$ cat src/rtl/fp32_to_int32_seq.sv
// Iterative FP32 -> signed INT32 converter, truncating toward zero.
// Alignment uses a one-bit-per-cycle shifter, so latency depends on the exponent.
module fp32_to_int32_seq #(
  parameter logic [31:0] NAN_VALUE = 32'h7FFFFFFF
) (
  input  logic        clk,
  input  logic        reset,
  input  logic        in_valid,
  output logic        in_ready,
  input  logic [31:0] in_data,
  output logic        out_valid,
  input  logic        out_ready,
  output logic [31:0] out_data,
  output logic        out_overflow,
  output logic        out_inexact
);

  localparam logic [1:0] IDLE  = 2'd0;
  localparam logic [1:0] SHIFT = 2'd1;
  localparam logic [1:0] DONE  = 2'd2;

  logic [1:0]  state_q, state_d;
  logic [31:0] mag_q, mag_d;
  logic [4:0]  cnt_q, cnt_d;
  logic        left_q, left_d;
  logic        sign_q, sign_d;
  logic [31:0] data_q, data_d;
  logic        ovf_q, ovf_d;
  logic        inex_q, inex_d;

  logic        in_s;
  logic [7:0]  in_e;
  logic [22:0] in_m;

  assign in_s = in_data[31];
  assign in_e = in_data[30:23];
  assign in_m = in_data[22:0];

  always_comb begin
    state_d = state_q;
    mag_d   = mag_q;
    cnt_d   = cnt_q;
    left_d  = left_q;
    sign_d  = sign_q;
    data_d  = data_q;
    ovf_d   = ovf_q;
    inex_d  = inex_q;
    unique case (state_q)
      IDLE: begin
        if (in_valid) begin
          sign_d  = in_s;
          state_d = DONE;
          if (in_e == 8'd0) begin
            data_d = 32'h0;
            ovf_d  = 1'b0;
            inex_d = (in_m != 23'd0);
          end else if (in_e <= 8'd126) begin
            data_d = 32'h0;
            ovf_d  = 1'b0;
            inex_d = 1'b1;
          end else if (in_e == 8'd255 && in_m != 23'd0) begin
            data_d = NAN_VALUE;
            ovf_d  = 1'b1;
            inex_d = 1'b0;
          end else if (in_data == 32'hCF000000) begin
            // -2^31 is the one representable value at the saturation boundary
            data_d = 32'h80000000;
            ovf_d  = 1'b0;
            inex_d = 1'b0;
          end else if (in_e >= 8'd158) begin
            data_d = in_s ? 32'h80000000 : 32'h7FFFFFFF;
            ovf_d  = 1'b1;
            inex_d = 1'b0;
          end else begin
            mag_d   = {8'b0, 1'b1, in_m};
            inex_d  = 1'b0;
            state_d = SHIFT;
            if (in_e >= 8'd150) begin
              left_d = 1'b1;
              cnt_d  = 5'(in_e - 8'd150);
            end else begin
              left_d = 1'b0;
              cnt_d  = 5'(8'd150 - in_e);
            end
          end
        end
      end
      SHIFT: begin
        if (cnt_q != 5'd0) begin
          cnt_d = cnt_q - 5'd1;
          if (left_q) begin
            mag_d = {mag_q[30:0], 1'b0};
          end else begin
            mag_d  = {1'b0, mag_q[31:1]};
            inex_d = inex_q | mag_q[0];
          end
        end else begin
          data_d  = sign_q ? (~mag_q + 32'd1) : mag_q;
          ovf_d   = 1'b0;
          state_d = DONE;
        end
      end
      DONE: begin
        if (out_ready) state_d = IDLE;
      end
      default: state_d = IDLE;
    endcase
  end

  always_ff @(posedge clk or negedge reset) begin
    if (!reset) begin
      state_q <= IDLE;
      mag_q   <= 32'h0;
      cnt_q   <= 5'd0;
      left_q  <= 1'b0;
      sign_q  <= 1'b0;
      data_q  <= 32'h0;
      ovf_q   <= 1'b0;
      inex_q  <= 1'b0;
    end else begin
      state_q <= state_d;
      mag_q   <= mag_d;
      cnt_q   <= cnt_d;
      left_q  <= left_d;
      sign_q  <= sign_d;
      data_q  <= data_d;
      ovf_q   <= ovf_d;
      inex_q  <= inex_d;
    end
  end

  assign in_ready     = (state_q == IDLE);
  assign out_valid    = (state_q == DONE);
  assign out_data     = data_q;
  assign out_overflow = ovf_q;
  assign out_inexact  = inex_q;

endmodule

$ cat config.mk
export PLATFORM = sky130hd
export DESIGN_NAME = fp32_to_int32_seq
export DESIGN_NICKNAME = d
export VERILOG_FILES = /design/src/rtl/fp32_to_int32_seq.sv
export SDC_FILE = /design/constraint.sdc
export NUM_CORES = 1
export LEC_CHECK = 0
export ABC_AREA = 1
export BUFFER_PORTS_ARGS = -buffer_cell sky130_fd_sc_hd__clkbuf_2
export CAP_MARGIN = 20
export CORE_AREA = 3 3 124 126
export DETAILED_ROUTE_END_ITERATION = 8
export DIE_AREA = 0 0 127 129
export GPL_TIMING_DRIVEN = 0
export PLACE_DENSITY_LB_ADDON = 0.1
export REMOVE_ABC_BUFFERS = 1
export SYNTH_ARGS = -nofsm -noshare
export SYNTH_HDL_FRONTEND = slang
export SYNTH_SLANG_ARGS = --single-unit
export TNS_END_PERCENT = 30
$ cat constraint.sdc
create_clock -name clk -period 4.1 [get_ports clk]
set_input_delay 0.41 -clock clk [delete_from_list [all_inputs] [get_ports clk]]
set_output_delay 0.41 -clock clk [all_outputs]
set_load 0.005 [all_outputs]
======== Word level (Yosys, flattened, before mapping) ========
Cells that the tools add are included.
storage, ports and cells
  register bits ........................... 75
  input port bits ......................... 36
  output and inout bits ................... 36
operators by class
  $add $sub $neg .......................... 4
  $lt $le $gt $ge ......................... 3
  eq/ne operators ......................... 15
  muxes and demuxes ....................... 52
  bitwise operators ....................... 7
  reductions and logical operators ........ 12
operators with widths
  operator                                                  count
  2-to-1 mux 32 bit                                         17
  one-hot mux 32 bit (2 select lines)                       2
  2-to-1 mux 5 bit                                          8
  adder 32 x 1 -> 32 bit, second input constant             1
  == test 32 bit, second input constant                     1
  NOT 32 bit                                                1
  nonzero test 23 bit                                       1
  != test 2 bit, second input constant                      9
  greater-or-equal comparator 8 bit, second input constant  2
  2-to-1 mux 2 bit                                          8
  2-to-1 mux 1 bit                                          13
  one-hot mux 5 bit (2 select lines)                        1
  == test 8 bit, second input constant                      1
  <= comparator 8 x 7 -> 1 bit, second input constant       1
  zero test 8 bit                                           1
  AND reduction 4 bit                                       2
  AND reduction 8 bit                                       1
  AND reduction 7 bit                                       1
  != test 6 x 1 -> 1 bit, second input constant             1
  one-hot mux 2 bit (3 select lines)                        1
  NOT 1 bit                                                 5
  nonzero test 5 bit                                        1
  subtractor 5 x 1 -> 5 bit, second input constant          1
  subtractor 5 bit, first input constant                    1
  11 further kinds                                          12

======== Logic depth before layout (Yosys ltp) ========
Gate-level depths: netlist (run 1).
  depth in word-level cells ............... 9
  gate-level depth with buffers ........... 12
  mapped depth without buffers ............ 12

======== Worst setup path after synthesis (run 1) ========
No wires, ideal clock.
  kind .................................... input-to-reg
  start ................................... input in_data[24]
  end ..................................... register data_q[3], in the netlist out_data[3]
  arrival ................................. 1539 ps
  required time ........................... 3976 ps
  setup slack ............................. 2437 ps
  stages .................................. 12
  cells stage by stage .................... ha_1 -> nand2_1 -> nor2_1 -> nand2_1 -> nand2_1 -> nor2_1 -> nand3_1 -> nand2_2 -> inv_4 -> buf_6 -> nor2_1 -> a21oi_2
between the ends
  longest elaborated chain between the ends .. 7
  elaborated cells between the ends (all ways) .. 14
  those cells by class .................... order compare: 2; eq/ne: 3; mux: 6; reduce/logical: 3
ends and longest elaborated chain
  element                                                 RTL line  RTL
  start, declared                                         10        input logic [31:0] in_data,
  == test 32 bit or == test 8 bit (tied branches)         65, 61
  2-to-1 mux 32 bit or logical AND 1 bit (tied branches)  65, 61
  2-to-1 mux 32 bit                                       61        end else if (in_e == 8'd255 && in_m != 23'd0) begin
  2-to-1 mux 32 bit                                       57        end else if (in_e <= 8'd126) begin
  2-to-1 mux 32 bit                                       53        if (in_e == 8'd0) begin
  2-to-1 mux 32 bit                                       50        if (in_valid) begin
  one-hot mux 32 bit (2 select lines)                     48        unique case (state_q)
  end signal, assigned                                    126       data_q <= data_d;
  end, declared                                           27        logic [31:0] data_q, data_d;
Parallel ways exist; a longest one is shown, timed or not. The select of a mux whose other input is x is not followed.
A chain may end at the register's enable or synchronous reset.

======== Worst setup path in the final report (run 1) ========
  start ................................... register state_q[0]
  end ..................................... register data_q[7], in the netlist out_data[7]
between the ends
  longest elaborated chain between the ends .. 3
  elaborated cells between the ends (all ways) .. 8
  those cells by class .................... eq/ne: 4; mux: 1; reduce/logical: 3
ends and longest elaborated chain
  element                                                                RTL line  RTL
  start, declared                                                        22        logic [1:0] state_q, state_d;
  start signal, assigned                                                 121       state_q <= state_d;
  zero test 2 bit or == test 2 x 1 -> 1 bit (tied branches)              48
  != test 6 x 1 -> 1 bit (no source line), or another cell as far along  -
  AND reduction 4 bit (no source line)                                   -
Parallel ways exist; a longest one is shown, timed or not.

==> run metrics, run 1 <==
Setup Crit Path Kind=flop to flop; overall routing resource usage=0.192; Yosys reg bits=75; crit-path max cell delay=0.61 ns; critical path endpoint category=flop; Detailed Route WL=15000 um; FILL cells=1575; First-pass DRT Iterations=5; CP max FO=38; clock tree buffer depth=2; Final Hold Viols=0; CP Depth=9; WHS=0.0983 ns; R2R depth=9; drt drc=0; global route hottest layer=met2; cell area after synthesis=0.00502 sq mm; Die Wd=127 um; outcome=finished clean; commonest non-fill, non-tap cells in the layout=164 x nand2_1, 115 x o21ai_0, 108 x nor2_1, 75 x dfrtp_1, 70 x clkbuf_2; min Tclk post-route=3.08 ns; Vias=4986; worst-margin pin slew=0.839 ns; initial antenna violation count=0; # resized after CTS=0; post-CTS setup buffers=0; Post-Layout Cell Count=979; commonest non-fill, non-tap cell in the layout=nand2_1; CTS buffer count=9; Pwr Total=4.55 mW; worst min-delay path class=primary input to async pin; RePlAce Congestion=0.889; Area after DPL=0.00544 sq mm; Final HPWL DP=10600 um; fraction of the yosys area taken by sequential cells=0.374; H-tree depth=3; Leakage Power=2.69 nW; crit path launch=state_q[0]$_DFFE_PN0P_; I/O pins=72; Via density=5.09; met3 usage=0.0274; Post-Place Cells=960; WP data required=4.32 ns; max frequency=325 MHz; Antenna Nets Post-Route=0; Worst Setup Start Kind=flop; slowest CP cell=nor2_4; Tcrit/Tclk final=0.751; flop2flop setup slack=1.02 ns; clock root cell=clkbuf_16; post-synth cell types=31; critical path arrival=3.30 ns; Relative slew margins=0.440; critical path buffer and inverter count=4; share of cells above drive strength 1=0.148; number of global-route vias before repair=4830; Initial Utilization=0.348; Nets=835; Hold-fix buffers, CTS=0; Setup Skew=0.00566 ns; first-pass GRT wire length=25200 um; GR Util met2=0.306; drt wl/cell=15.4 um; Gate Count Post-Synth=737; Power Dens Cells=784 mW/mm^2; syn avg cell area=6.81 sq um; n_diodes=0; GR Util met1=0.272; chip height=129 um; worst r2r src=state_q[0]$_DFFE_PN0P_; unrepaired setup endpoints after global routing=false; Skew-Pair Late Insertion Delay=0.34 ns; area grow syn2layout=15.7%; crit-path cells=inv_1 > nor2_4 > buf_12 > inv_2 > o21ai_1 > nand2_2 > a21oi_4 > buf_16 > a21oi_1; reg-to-reg endpoint=out_data[7]$_DFFE_PN0P_; row cnt=44; Port Buffer Count=71; 1st-iter DRT viols=379; CTS tree=built; pin count of the biggest net entering global routing=44; CTS clock-pin slew for the worst setup and hold paths=0.06 ns; max-cap viol count=0; CP Capture Point=out_data[7]$_DFFE_PN0P_; Synth Warn #=0; CTS Sinks=75; count of final setup violators=0; core area=0.0144 sq mm; CP top delay family=buffers and inverters; Die ar.=0.0164 sq mm; global route total overflow=0; max-slew violation count=0; post-layout instance area=0.00581 sq mm; worst IR drop on VDD=369 uV
[cell families after synthesis]
| logic type | count (synthesis) | synth area share |
|---|---|---|
| AO/OA/AOI/OAI | 187 | 0.198 |
| XOR/XNOR | 7 | 0.0122 |
| adder cells (fa/ha/maj) | 9 | 0.0224 |
| buffers and inverters | 103 | 0.0965 |
| flip-flops | 75 | 0.374 |
| AND/OR/NAND/NOR | 356 | 0.297 |
[how the worst min path moves through the flow]
| stage | slack (ns) | startpoint | end | cells past startpoint |
|---|---|---|---|---|
| 2_1_floorplan | 0.11 | reset | cnt_q[0]$_DFFE_PN0P_ | 0 |
| 3_3_place_gp | 0.50 | out_data[4]$_DFFE_PN0P_ | out_data[4]$_DFFE_PN0P_ | 2 |
| 3_5_place_dp | 0.48 | reset | mag_q[19]$_DFFE_PN0P_ | 1 |
| 4_1_cts | 0.12 | reset | mag_q[20]$_DFFE_PN0P_ | 1 |
| 5_1_grt | 0.14 | reset | out_data[17]$_DFFE_PN0P_ | 1 |
| 6_report | 0.1 | reset | out_data[17]$_DFFE_PN0P_ | 1 |
[synthesized netlist by cell type (all sizes together)]
cell type,instances,area (sq um)
nand2,167,634
o21ai,118,591
nor2,112,435
dfrtp,75,1880
inv,68,258
a21oi,66,379
nand3,57,290
buf,21,174
clkbuf,14,52.6
nand4,14,93.8
ha,9,113
xor2,6,52.6
nor3,5,30.0
o211ai,2,15.0
a31oi,1,6.26
nand3b,1,7.51
xnor2,1,8.76
[registers in the layout, summed over array words and instances, names as in the netlist]
register,count
out_data,32
out_inexact,1
mag_q,32
sign_q,1
left_q,1
out_overflow,1
state_q,2
cnt_q,5
[layer usage]
metal / vias up / wire (um)
met5: - / 0
met1: 2322 / 7470
met3: 17 / 677
li1: 2526 / -
met2: 121 / 6680
met4: 0 / 203
[cell type report]
| type | instances | area (sq um) | share of cell area |
|---|---|---|---|
| clock buffers | 11 | 253 | 0.0435 |
| clock inverters | 5 | 27.5 | 0.00474 |
| inverters | 68 | 258 | 0.0444 |
| multi-input cells | 559 | 2660 | 0.458 |
| flip-flops and latches | 75 | 1880 | 0.323 |
| well taps | 184 | 230 | 0.0396 |
| repair buffers | 77 | 500 | 0.0862 |
[worst register-to-register path, delay by kind of cell, from the launching register on]
kind,cells,cell delay (ns)
AO/OA/AOI/OAI,3,0.90
buffers and inverters,4,0.93
AND/OR/NAND/NOR,2,0.76
flip-flops,1,0.39
[stage by stage]
stage               setup slack, ns  utilization  setup TNS [ns]
finish                         1.02        0.403               0
floorplan                     0.824            -               0
global route                  0.767        0.403               0
detailed placement            0.720        0.377               0
global placement             -0.987        0.373          -31.82
CTS                           0.700        0.397               0
[report_power, final]
group          leakage [nW]  switching, mW  internal (mW)
Sequential            0.908          0.328           1.10
Clock                 0.141          0.317          0.439
Combinational          1.64           1.55          0.815
Note: power is estimated with default switching activity, not from simulation.
==> run 2, diff against run 1 <==
==> constraint.sdc (replaced) <==
create_clock -name clk -period 2.6 [get_ports clk]
set_input_delay 0.26 -clock clk [delete_from_list [all_inputs] [get_ports clk]]
set_output_delay 0.26 -clock clk [all_outputs]
set_load 0.005 [all_outputs]
==> run 2 against run 1 <==
Effect of this change: sequential cell count did not move; sequential share of layout area fell by 0.34 points; register-to-register slack got worse by 0.59 ns; sequential power rose by 63%; via count rose by 1.5%; combinational power rose by 59%; utilization rose by 0.46 points; clock skew rose by 0.00088 ns; largest power group unchanged; highest routed layer unchanged.
==> run metrics, run 2 (synthesized netlist as in run 1, its figures left out) <==
CTS clock-pin slew for the worst setup and hold paths=0.06 ns (about the same); post-layout instance area=0.00587 sq mm (+1.1%); critical path endpoint category=flop; max frequency=461 MHz (+42%); Setup Skew=0.00654 ns (+0.000879 ns); CTS buffer count=9 (unchanged); Die Wd=127 um (unchanged); Nets=842 (+0.84%); First-pass DRT Iterations=5 (unchanged); CP top delay family=flip-flops; commonest non-fill, non-tap cell in the layout=nand2_1; CTS Sinks=75 (unchanged); FILL cells=1577 (+0.13%); Area after DPL=0.00544 sq mm (unchanged); first-pass GRT wire length=26300 um (+4.5%); H-tree depth=3 (unchanged); Initial Utilization=0.348 (unchanged); Leakage Power=2.72 nW (+0.94%); drt drc=0 (unchanged); clock tree buffer depth=2 (unchanged); 1st-iter DRT viols=421 (+11%); crit-path max cell delay=0.78 ns (+0.17 ns); number of global-route vias before repair=4899 (+1.4%); Skew-Pair Late Insertion Delay=0.34 ns (about the same); Power Dens Cells=1240 mW/mm^2 (+58%); Multi-input gate area=0.00268 sq mm (+0.85%); Detailed Route WL=15900 um (+5.5%); pin count of the biggest net entering global routing=44 (unchanged); Final Hold Viols=0 (unchanged); Port Buffer Count=71 (unchanged); crit-path cells=inv_1 > o21ai_0 > a21oi_1 > nand2_1 > o21ai_0; drt wl/cell=16.1 um (+4.7%); Worst Setup Start Kind=flop; Final HPWL DP=10600 um (unchanged); WP data required=2.79 ns (-1.53 ns); count of final setup violators=0 (unchanged); min Tclk post-route=2.17 ns (-0.914 ns); initial antenna violation count=0 (unchanged); worst-margin pin slew=0.841 ns (+0.00275 ns); n_diodes=0 (unchanged); clock root cell=clkbuf_16; Die ar.=0.0164 sq mm (unchanged); Antenna Nets Post-Route=0 (unchanged); share of cells above drive strength 1=0.156 (+0.00743); chip height=129 um (unchanged); max-slew violation count=0 (unchanged); max-cap viol count=0 (unchanged); commonest non-fill, non-tap cells in the layout=164 x nand2_1, 115 x o21ai_0, 108 x nor2_1, 74 x dfrtp_1, 70 x clkbuf_2; CP max FO=39 (+2.6%); area grow syn2layout=17.1%; slowest CP cell=dfrtp_2; Post-Place Cells=960 (unchanged); overall routing resource usage=0.203 (+0.0107); post-route setup slack=0.433 ns (-0.586 ns); Tcrit/Tclk final=0.833 (+0.0820); Post-Layout Cell Count=986 (+0.72%); outcome=finished clean; Pwr Total=7.29 mW (+60%); Via density=5.13 (+0.76%); CTS tree=built; RePlAce Congestion=0.889 (unchanged); row cnt=44 (unchanged); critical path arrival=2.36 ns (-0.94 ns); global route total overflow=0 (unchanged); Vias=5060 (+1.5%); unrepaired setup endpoints after global routing=false; worst IR drop on VDD=514 uV (+39%); CP dominant cell by count=o21ai_0; Relative slew margins=0.438 (-0.00183); I/O pins=72 (unchanged); Layout Utilization=0.407 (+0.00460); critical path buffer and inverter count=1 (-3); WHS=0.205 ns (+0.107 ns); worst min-delay path class=primary input to flop; worst slack at placement=-0.780 ns (-1.50 ns); Post-Route Setup TNS=0 ns (unchanged); Setup Crit Path Kind=flop to flop; core area=0.0144 sq mm (unchanged); Reg area=0.00188 sq mm (about the same)
[run 2: cell count changes in the layout (fill, tap and decap cells not counted), sizes merged]
cell and delta:
a21oi +1, buf +4, dlygate4sd3 +1, nor2 +1
[run 2: what timing repair did]
action / 4_1_cts / 5_1_grt
resized for setup: 4 / 0
buffers inserted: 5 / 1
hold buffers: 1 / 0
gates cloned: 2 / 0
pin swaps: 1 / 1
endpoints found under the hold margin: 37 / 0
endpoints found under the setup margin: 34 / 22
[run 2: metal layers]
metal  up-vias  routed length, um  GRT usage
met1      2347               7600      0.286
met5         -                  0          0
met3        16                944     0.0311
met2       152               7070      0.321
li1       2545                  -          -
met4         0                239     0.0650
[run 2: final timing paths]
path / from / to / slack [ns] / cells past startpoint
max reg2reg: left_q$_DFFE_PN0P_ / mag_q[26]$_DFFE_PN0P_ / 0.43 / 5
min reg2reg: out_data[1]$_DFFE_PN0P_ / out_data[1]$_DFFE_PN0P_ / 0.51 / 2
min in group asynchronous: reset / out_data[17]$_DFFE_PN0P_ / 0.49 / 2
max: left_q$_DFFE_PN0P_ / mag_q[26]$_DFFE_PN0P_ / 0.43 / 5
max in group asynchronous: reset / mag_q[17]$_DFFE_PN0P_ / 1.49 / 3
min: out_ready / state_q[1]$_DFFE_PN0P_ / 0.21 / 4
[run 2: final cells by class]
cell class              count  area share
clock inverters             5     0.00469
multi-input cells         561       0.457
clock buffers              11      0.0430
inverters                  68      0.0447
well taps                 184      0.0392
repair buffers             82      0.0916
flip-flops and latches     75       0.320
[run 2: worst register-to-register path: cells and delay by family (launching register included)]
kind	cells	cell delay, ns
simple gates	1	0.09
compound gates	3	0.57
buf+inv	1	0.58
flops	1	0.78
[run 2: report_power, final]
part	switching [mW]	internal, mW	leakage [nW]
Clock	0.505	0.692	0.141
Sequential	0.593	1.73	0.906
Combinational	2.45	1.31	1.67
==> run 3, diff against run 2 <==
--- a/config.mk
+++ b/config.mk
@@ -5,12 +5,12 @@
 export SDC_FILE = /design/constraint.sdc
 export NUM_CORES = 1
 export LEC_CHECK = 0
-export ABC_AREA = 1
+export ABC_AREA = 0
 export BUFFER_PORTS_ARGS = -buffer_cell sky130_fd_sc_hd__clkbuf_2
 export CAP_MARGIN = 20
-export CORE_AREA = 3 3 124 126
+export CORE_AREA = 3 3 123 125
 export DETAILED_ROUTE_END_ITERATION = 8
-export DIE_AREA = 0 0 127 129
+export DIE_AREA = 0 0 126 128
 export GPL_TIMING_DRIVEN = 0
 export PLACE_DENSITY_LB_ADDON = 0.1
 export REMOVE_ABC_BUFFERS = 1
==> constraint.sdc (replaced) <==
create_clock -name clk -period 1.85 [get_ports clk]
set_input_delay 0.185 -clock clk [delete_from_list [all_inputs] [get_ports clk]]
set_output_delay 0.185 -clock clk [all_outputs]
set_load 0.005 [all_outputs]
==> run 3 against run 2 <==
Effect of this change: the run now ends with negative setup slack left; setup slack worse by 0.94 ns; first-iteration DRC count shrank 30%; wire length rose by 1.1%; via count fell by 4.1%; clock power up 58%; die area decreased by 1.6%; utilization rose by 7.7 points; critical path type unchanged; highest routed layer unchanged.
==> run metrics, run 3 <==
Layout Utilization=0.485 (+0.0774); violated checks=negative setup slack; Comb pwr share=0.442 (-0.075); First-pass DRT Iterations=5 (unchanged); outcome=complete, but fails checks; synth cell count leaders=75 x dfrtp_1, 66 x nand2_1, 57 x nor2_1; initial antenna violation count=0 (unchanged); clock tree buffer depth=2 (unchanged); post-synth cell types=56 (+81%); worst slack at placement=-1.94 ns (-1.16 ns); worst-margin pin slew=0.563 ns (-0.278 ns); sequential cell fraction of total power=0.343 (+0.024); Initial Utilization=0.353 (+0.00564); share of cells above drive strength 1=0.354 (+0.198); Die ar.=0.0161 sq mm (-1.6%); syn avg cell area=8.48 sq um (+25%); Leakage Power=2.84 nW (+4.4%); Yosys reg bits=75 (unchanged); Setup Crit Path Kind=flop to flop; clock group share of total power=0.216 (+0.052); Relative slew margins=0.624 (+0.186); pin count of the biggest net entering global routing=48 (+9.1%); worst min-delay path class=primary input to flop; crit-path cells=or4_4 > or4_4 > buf_4 > o41ai_4 > xor2_1 > o211ai_1; WHS=0.119 ns (-0.0868 ns); H-tree depth=3 (unchanged); fraction of the yosys area taken by sequential cells=0.380 (+0.00549); commonest non-fill, non-tap cell in the layout=clkbuf_2; row cnt=43 (-2.3%); crit-path max cell delay=0.56 ns (-0.22 ns); worst IR drop on VDD=545 uV (+6.1%); Final Hold Viols=0 (unchanged); xor and xnor area share after synthesis=0.0478 (+0.0356); max-cap viol count=0 (unchanged); drt wl/cell=18.6 um (+16%); top cells by area, synth=dfrtp_1 38%, mux2i_1 7.1%, nand2_1 5.0%, o21ai_0 4.6%, nor2_1 4.3%; Tcrit/Tclk final=1.27 (+0.441); main flop type after synthesis=dfrtp_1; count leader, synth=dfrtp_1; Worst Setup Start Kind=flop; Skew-Pair Late Insertion Delay=0.35 ns (about the same); Port Buffer Count=71 (unchanged); slowest CP cell=or4_4; switching power=3.45 mW (-2.8%); Final HPWL DP=10400 um (-2.2%); count of final setup violators=65 (+65); post-route setup slack=-0.508 ns (-0.941 ns); worst r2r src=mag_q[21]$_DFFE_PN0P_; WP data required=2.05 ns (-0.74 ns); Power Dens Cells=1290 mW/mm^2 (+4.1%); n_diodes=0 (unchanged); Setup Skew=0.00999 ns (+0.00344 ns); first-pass GRT wire length=25800 um (-1.8%); Vias=4853 (-4.1%); CTS Sinks=75 (unchanged); Antenna Nets Post-Route=0 (unchanged); drt drc=0 (unchanged); Pwr Total=8.76 mW (+20%); Gate Count Post-Synth=583 (-21%); critical path endpoint category=flop; core area=0.0140 sq mm (-3.0%); Area after DPL=0.00554 sq mm (+1.7%); ys async rst share=1.00 (unchanged); area leader, netlist=dfrtp_1; multiplexer area fraction after synthesis=0.0800 (+0.0800); overall routing resource usage=0.201 (-0.00185); Detailed Route WL=16000 um (+1.1%); Via density=5.64 (+9.8%); RePlAce Congestion=0.789 (-11%); global route total overflow=0 (unchanged); post-layout instance area=0.00678 sq mm (+15%); sw frac=0.394 (-0.0932); max-slew violation count=0 (unchanged); Post-Layout Cell Count=861 (-13%); Adder-Cell Fraction of Synth Area=0.0228 (+0.000329); area grow syn2layout=37.1%; dominant combinational cell family by area after synthesis=compound AO/OA/AOI/OAI gates; CP dominant cell by count=or4_4; critical path arrival=2.56 ns (+0.20 ns); CP max FO=6 (-85%); number of synthesized flops with an enable pin=0 (unchanged); Die Wd=126 um (-0.79%); unrepaired setup endpoints after global routing=true; CTS clock-pin slew for the worst setup and hold paths=0.06 ns (about the same); clock root cell=clkbuf_16; cell area after synthesis=0.00494 sq mm (-1.4%); Nets=721 (-14%); 1st-iter DRT viols=294 (-30%); Pint=5.31 mW (+42%); CTS tree=built; commonest non-fill, non-tap cells in the layout=70 x clkbuf_2, 64 x nand2_1, 57 x dfrtp_1, 49 x nor2_1, 45 x buf_4; Post-Place Cells=788 (-18%); chip height=128 um (-0.78%); Synth Area in Simple Gates=0.197 (-0.100); Post-Route Setup TNS=-11.64 ns (-11.64 ns); HP Start=in_data[10]; max frequency=424 MHz (-8.1%); Synth Warn #=0 (unchanged); number of global-route vias before repair=4543 (-7.3%); I/O pins=72 (unchanged); CTS buffer count=9 (unchanged); post-synthesis compound-gate area fraction=0.218 (+0.0206); min Tclk post-route=2.36 ns (+0.191 ns); crit path launch=mag_q[21]$_DFFE_PN0P_; share of Yosys cell area claimed by the top area cell type=0.380 (+0.00549)
-- run 3: cell type report --
cell class / count / area [sq um]
Fill cell: 1348 / 7210
Timing Repair Buffer: 135 / 1050
Inverter: 12 / 45.0
Tap cell: 180 / 225
Sequential cell: 75 / 1900
Clock inverter: 5 / 77.6
Clock buffer: 11 / 233
Multi-Input combinational cell: 443 / 3250
-- run 3: per-layer routing --
metal | wire length [um] | share of wire | up-vias | track usage
li1 | - | - | 2304 | -
met1 | 7580 | 0.47 | 2384 | 0.295
met2 | 7300 | 0.46 | 146 | 0.300
met3 | 862 | 0.054 | 19 | 0.0333
met4 | 283 | 0.018 | 0 | 0.0694
met5 | 0 | 0 | - | 0
-- run 3: timing repair --
item | in CTS | in global routing
buffers inserted | 38 | 17
cloned | 3 | 0
hold buffers | 1 | 0
pin swaps | 21 | 16
gates resized for setup | 105 | 28
endpoints found under the hold margin | 28 | 0
endpoints found under the setup margin | 73 | 69
-- run 3: power by group through the flow --
stage	Sequential [mW]	Combinational, mW	Clock (mW)
after floorplan	2.87	1.68	0
after global placement	3.12	2.42	0
after detailed placement	3.04	2.66	0
after CTS	2.98	3.70	1.93
after global routing	3.10	4.24	2.01
final	3.00	3.87	1.89
-- run 3: cells by family (layout without fill, tap and decap cells) --
kind of cell,Yosys count,in the layout
simple gates,200,201
xor+xnor,27,27
mux,39,39
fa+ha+maj,9,9
buf+inv,66,163
compound gates,167,167
flops,75,75
-- run 3: path summary, 6_finish.rpt --
path	slack [ns]	cells past startpoint	to
setup / recovery	-0.51	6	out_data[25]$_DFFE_PN0P_
max in group asynchronous	0.86	3	mag_q[8]$_DFFE_PN0P_
setup reg to reg	-0.51	6	out_data[25]$_DFFE_PN0P_
hold reg to reg	0.48	2	out_overflow$_DFFE_PN0P_
min in group asynchronous	0.37	2	out_data[30]$_DFFE_PN0P_
hold / removal	0.12	3	mag_q[10]$_DFFE_PN0P_
-- run 3: worst max-delay path, delay by kind of cell, from the launching register on --
kind / cells / cell delay [ns]
simple gates: 2 / 1.11
compound gates: 2 / 0.33
buf+inv: 1 / 0.18
flops: 1 / 0.40
xor+xnor: 1 / 0.19
